===== src/rtl/oam_dma_arbiter.sv =====
// oam_dma_arbiter: owns the single memory port and shares it between the CPU
// and the OAM DMA engine. A CPU write to 0xFF46 copies DMA_LEN bytes from
// {page,8'h00} to 0xFE00; during the copy the CPU only reaches 0xFF46.
// Optional feature macro: DMA_DONE_PULSE_EN adds a one-cycle dma_done output.
module oam_dma_arbiter #(
  parameter int ADDR_WIDTH  = 16,
  parameter int DATA_WIDTH  = 8,
  parameter int DMA_LEN     = 160,
  parameter int START_DELAY = 1
) (
  input  logic                  clk,
  input  logic                  rst_n,
  input  logic [ADDR_WIDTH-1:0] cpu_addr,
  input  logic [DATA_WIDTH-1:0] cpu_wdata,
  input  logic                  cpu_wr_en,
  input  logic                  cpu_rd_en,
  output logic [DATA_WIDTH-1:0] cpu_rdata,
  output logic [ADDR_WIDTH-1:0] mem_addr,
  output logic [DATA_WIDTH-1:0] mem_wdata,
  output logic                  mem_wr_en,
  output logic                  mem_rd_en,
  input  logic [DATA_WIDTH-1:0] mem_rdata,
`ifdef DMA_DONE_PULSE_EN
  output logic                  dma_done,
`endif
  output logic                  dma_active
);

  typedef enum logic [1:0] {
    S_IDLE,
    S_DELAY,
    S_READ,
    S_WRITE
  } state_t;

  localparam int DCNT_W = (START_DELAY > 1) ? $clog2(START_DELAY) : 1;
  localparam logic [ADDR_WIDTH-1:0] DMA_REG_ADDR = ADDR_WIDTH'(16'hFF46);
  localparam logic [7:0]            LAST_IDX     = 8'(DMA_LEN - 1);
  localparam logic [DCNT_W-1:0]     DCNT_RELOAD  = DCNT_W'(START_DELAY - 1);

  state_t            state;
  logic [7:0]        idx;
  logic [7:0]        src_page;
  logic [7:0]        byte_latch;
  logic [DCNT_W-1:0] dcnt;
  logic [7:0]        eff_page;
  logic              reg_hit;
  logic              reg_wr;
  logic              cpu_rd_only;

  assign reg_hit     = (cpu_addr == DMA_REG_ADDR);
  assign reg_wr      = cpu_wr_en && reg_hit;
  // Write wins when both strobes are raised, so a read is only a read alone.
  assign cpu_rd_only = cpu_rd_en && !cpu_wr_en;

  // Pages 0xE0..0xFF mirror work RAM at 0xC0..0xDF (echo RAM fold).
  assign eff_page = (src_page >= 8'hE0) ? (src_page - 8'h20) : src_page;

  // Transfer sequencer: trigger/restart, start delay, then read/write byte pairs.
  always_ff @(posedge clk) begin
    if (!rst_n) begin
      state      <= S_IDLE;
      idx        <= 8'h00;
      src_page   <= 8'h00;
      byte_latch <= 8'h00;
      dcnt       <= '0;
      dma_active <= 1'b0;
`ifdef DMA_DONE_PULSE_EN
      dma_done   <= 1'b0;
`endif
    end else begin
`ifdef DMA_DONE_PULSE_EN
      dma_done <= 1'b0;
`endif
      if (reg_wr) begin
        // A register write always (re)starts; a byte being written this cycle
        // still reaches memory because the port mux follows the current state.
        src_page   <= cpu_wdata[7:0];
        idx        <= 8'h00;
        dcnt       <= DCNT_RELOAD;
        state      <= S_DELAY;
        dma_active <= 1'b0;
      end else begin
        case (state)
          S_IDLE: begin
            state <= S_IDLE;
          end
          S_DELAY: begin
            if (dcnt == '0) begin
              state      <= S_READ;
              dma_active <= 1'b1;
            end else begin
              dcnt <= dcnt - 1'b1;
            end
          end
          S_READ: begin
            byte_latch <= mem_rdata[7:0];
            state      <= S_WRITE;
          end
          S_WRITE: begin
            if (idx == LAST_IDX) begin
              idx        <= 8'h00;
              state      <= S_IDLE;
              dma_active <= 1'b0;
`ifdef DMA_DONE_PULSE_EN
              dma_done   <= 1'b1;
`endif
            end else begin
              idx   <= idx + 8'h01;
              state <= S_READ;
            end
          end
          default: begin
            state <= S_IDLE;
          end
        endcase
      end
    end
  end

  // Port mux: DMA owns the port in READ/WRITE, CPU passes through otherwise.
  // HRAM needs no separate path: while the DMA holds the port it is treated
  // like any other locked-out address (reads 0xFF, writes dropped).
  always_comb begin
    mem_addr  = cpu_addr;
    mem_wdata = cpu_wdata;
    mem_wr_en = 1'b0;
    mem_rd_en = 1'b0;
    cpu_rdata = '1;
    if (rst_n) begin
      if (state == S_READ) begin
        mem_addr  = ADDR_WIDTH'({eff_page, idx});
        mem_rd_en = 1'b1;
      end else if (state == S_WRITE) begin
        mem_addr  = ADDR_WIDTH'({8'hFE, idx});
        mem_wdata = DATA_WIDTH'(byte_latch);
        mem_wr_en = 1'b1;
      end else if (!reg_hit) begin
        if (cpu_wr_en) begin
          mem_wr_en = 1'b1;
        end else if (cpu_rd_en) begin
          mem_rd_en = 1'b1;
          cpu_rdata = mem_rdata;
        end
      end
      if (cpu_rd_only && reg_hit) begin
        cpu_rdata = DATA_WIDTH'(src_page);
      end
    end
  end

endmodule


===== config.mk =====
export PLATFORM = sky130hd
export DESIGN_NAME = oam_dma_arbiter
export DESIGN_NICKNAME = d
export VERILOG_FILES = /design/src/rtl/oam_dma_arbiter.sv
export SDC_FILE = /design/constraint.sdc
export NUM_CORES = 1
export LEC_CHECK = 0
export ABC_AREA = 1
export BUFFER_PORTS_ARGS = -buffer_cell sky130_fd_sc_hd__buf_4
export CORE_MARGIN = 3
export CORE_UTILIZATION = 52
export DETAILED_ROUTE_END_ITERATION = 12
export PLACE_DENSITY = 0.95
export REMOVE_ABC_BUFFERS = 1
export SYNTH_ARGS = -nofsm -noshare
export SYNTH_HDL_FRONTEND = slang
export SYNTH_SLANG_ARGS = --single-unit
export TNS_END_PERCENT = 20

===== constraint.sdc =====
create_clock -name clk -period 4.3 [get_ports clk]
set_clock_uncertainty 0.2 [all_clocks]
set_input_delay 0.645 -clock clk [delete_from_list [all_inputs] [get_ports clk]]
set_output_delay 0.645 -clock clk [all_outputs]
set_load 0.1 [all_outputs]

==> results.py <==
metrics = {
    "worst_setup_path": {
        "path_max_fanout": 28,
        "cp_slowest_cell": "nand2_1",
        "r2r_start": "state[0]$_SDFF_PN0_",
        "worst-path-buf-inv": 3,
        "crit_chain": "buf_4 > nand2_1 > inv_2 > nand2_2 > mux2_2 > buf_4",
        "r2r-end": "idx[7]$_SDFFE_PP0P_",
        "critical_path_depth": 6,
        "ff2ff_setup_slack_ns": 2.67,
        "criticalPathCategory": "in -> out",
        "slowest_delay_ns": 0.31,
        "crit_family": "buffers and inverters",
        "worstSetupStartpoint": "rst_n",
        "crit_arrival_ns": 2.29,
        "critPathCaptureType": "output port",
        "crit_end": "mem_wdata[6]",
        "crit_path_frequent_cell": "buf_4",
        "r2r_cells": 5,
        "required_ns": 3.45,
        "crit_path_start_kind": "primary input",
    },
    "power": {
        "power_density_mw_per_mm2": 242,
        "p_int_uw": 339,
        "combPwrFrac_pct": 36.7,
        "peakVddDrop_mv": 0.173,
        "p_seq_share_pct": 44.0,
        "switching_share_pct": 40.4,
        "leakage_uw": 0.00107,
        "p_clk_share_pct": 19.4,
        "power_switching_uw": 230,
    },
    "floorplan": {
        "fp.dieH_um": 65.0,
        "io_pins": 71,
        "coreArea_mm2": 0.00318,
        "die_area_mm2": 0.00422,
        "dieWidth_um": 65.0,
        "initial_utilization_pct": 56.9,
        "fp-row-count": 20,
    },
    "detailed_routing": {
        "initialDrtViolationCount": 223,
        "vias": 2031,
        "drc_errors": 0,
        "drt_wl_total_mm": 4.85,
        "routedWlPerCell_um": 12.6,
        "dr.pass1.iters": 4,
        "viasPerCell": 5.29,
        "final_antenna_net_count": 0,
    },
    "cts": {
        "clock_sinks": 27,
        "cts_tree": "built",
        "hold_buffers": 0,
        "cts_root_buf": "clkbuf_4",
        "numCtsBuffers": 3,
        "ctsHtreeMaxLevel": 1,
        "postCtsSetupBuffers": 0,
        "clk_latency_ns": 0.32,
        "cts_resized": 0,
        "clockBufferDepth": 2,
        "clk_pin_slew_ns": 0.14,
    },
    "timing": {
        "timing.final.crit_period_ns": 3.13,
        "slew_viol_final": 0,
        "rsz0062_at_grt": "false",
        "clock.fmax_mhz": 319,
        "hold_violations": 0,
        "holdWs_ns": 0.288,
        "tightest_slew_ns": 0.396,
        "max_slew_margin_pct": 73.5,
        "timing.final.crit_share_pct": 72.9,
        "setup_viol": 0,
        "setup-tns-final_ns": 0,
    },
    "yosys": {
        "synth.distinct_cells": 26,
        "synth.yosys.seq_area_share_pct": 29.9,
        "ys.warnings.count": 0,
        "synthCells": 276,
        "ys_ff_latch": 27,
        "syn_area_per_cell_um2": 6.55,
        "synth_top_cell_by_area": "dfxtp_1",
        "synthTopCellsByArea": "dfxtp_1, nand2_1, inv_1",
        "synth.cell_area_mm2": 0.00181,
        "yosys.area.top_type_share_pct": 29.9,
    },
    "placement": {
        "dpl.hpwl_mm": 3.85,
        "io_buffers": 70,
        "gp_congestion": 0.858,
    },
    "finish": {
        "nets": 379,
        "drive_gt1_share_pct": 29.7,
        "antenna_cells": 0,
        "syn_to_final_growth_pct": 29.8,
    },
    "hold_path": {
        "hp-start": "dma_active$_SDFFE_PP0P_",
        "hold_path_class": "reg -> reg",
    },
    "grt": {
        "grt_pass1_wl_mm": 8.11,
        "overflow": 0,
        "grt_pass1_vias": 1820,
        "grt.total_usage_pct": 24.0,
        "antenna_found_initial": 0,
        "grt_max_degree": 29,
    },
    "run_status": {
        "status": "finished clean",
    },
    "job": {
        "maxCapViolations": 0,
    },
}
-- per-layer routing --
| layer | global-route usage, % | share of wire (%) |
|---|---|---|
| met2 | 38.8 | 45 |
| met3 | 4.68 | 10 |
| met1 | 31.5 | 43 |
| met4 | 8.44 | 1.9 |
| met5 | 0 | 0 |
-- how the worst min path moves through the flow --
stage                                             to  depth (start not counted)
after floorplan           byte_latch[0]$_SDFFE_PN0P_                          2
after global placement       dma_active$_SDFFE_PP0P_                          2
after detailed placement  byte_latch[7]$_SDFFE_PN0P_                          2
after CTS                    dma_active$_SDFFE_PP0P_                          2
after global routing             idx[0]$_SDFFE_PP0P_                          2
final                        dma_active$_SDFFE_PP0P_                          2
-- cells in the mapped netlist --
cell type,n
nand2_4,1
xor2_1,4
nand2_1,65
nand2_2,3
o21ai_0,17
nor3_1,2
nand3_1,18
nand4_1,19
nand3_4,1
nor2_4,4
clkinv_1,1
xnor2_1,1
nor2_2,6
o21ai_1,1
mux2_2,8
nand3_2,1
buf_6,2
dfxtp_1,27
clkbuf_1,2
buf_4,3
buf_2,3
inv_1,33
a21oi_1,20
nor2_1,28
inv_2,4
ha_1,2
-- layout by cell type (no fill, tap or decap), drive strengths merged --
cell type	netlist	final
mux2	8	8
clkinv	1	1
xnor2	1	1
xor2	4	4
o21ai	18	18
nand2	69	69
nand4	19	19
ha	2	2
nor3	2	2
a21oi	20	20
clkbuf	2	4
nand3	20	20
inv	37	37
buf	8	70
dfxtp	27	27
nor2	38	38
-- sequential cells by signal, indices dropped and copies added, names as in the netlist --
register / count
byte_latch: 8
dma_active: 1
idx: 8
src_page: 8
state: 2
-- power by group through the flow --
stage / Sequential (uW) / Combinational [uW] / Clock (uW)
finish: 250 / 209 / 110
global route: 250 / 218 / 125
CTS: 250 / 209 / 113
detailed placement: 256 / 208 / 0
global placement: 256 / 207 / 0
floorplan: 256 / 142 / 0
-- final cells by class --
class / count / area [um2]
Tap cell: 44 / 55.1
Timing Repair Buffer: 70 / 526
Inverter: 38 / 143
Sequential cell: 27 / 541
Multi-Input combinational cell: 201 / 1060
Fill cell: 255 / 831
Clock buffer: 4 / 26.3
-- through the flow --
step | worst slack, ns | util (%) | instances | power (uW) | cell area (um2)
global placement | 1.23 | 73.0 | 380 | 463 | 2320
detailed placement | 1.18 | 73.0 | 380 | 464 | 2320
CTS | 1.18 | 73.9 | 384 | 572 | 2350
floorplan | 0.275 | - | 266 | 398 | 1740
global route | 1.01 | 73.9 | 384 | 593 | 2350
finish | 1.17 | 73.9 | 384 | 569 | 2350
-- cells by family (layout without fill, tap and decap cells) --
kind of cell,Yosys count,in the layout,synth area share (%)
AO/OA/AOI/OAI,38,38,10.5
XOR/XNOR,5,5,2.42
adder cells (fa/ha/maj),2,2,1.38
buffers and inverters,48,112,11.6
flip-flops,27,27,29.9
multiplexers,8,8,4.98
AND/OR/NAND/NOR,148,148,39.2
-- worst reg2reg max path, cell delays in order, from the launching register on --
cell     delay [ns]
dfxtp_1        0.54
nand2_1        0.21
inv_1          0.21
nand4_1        0.15
xor2_1         0.17
nor2_1         0.05
Power figures use the tool's default switching activity.
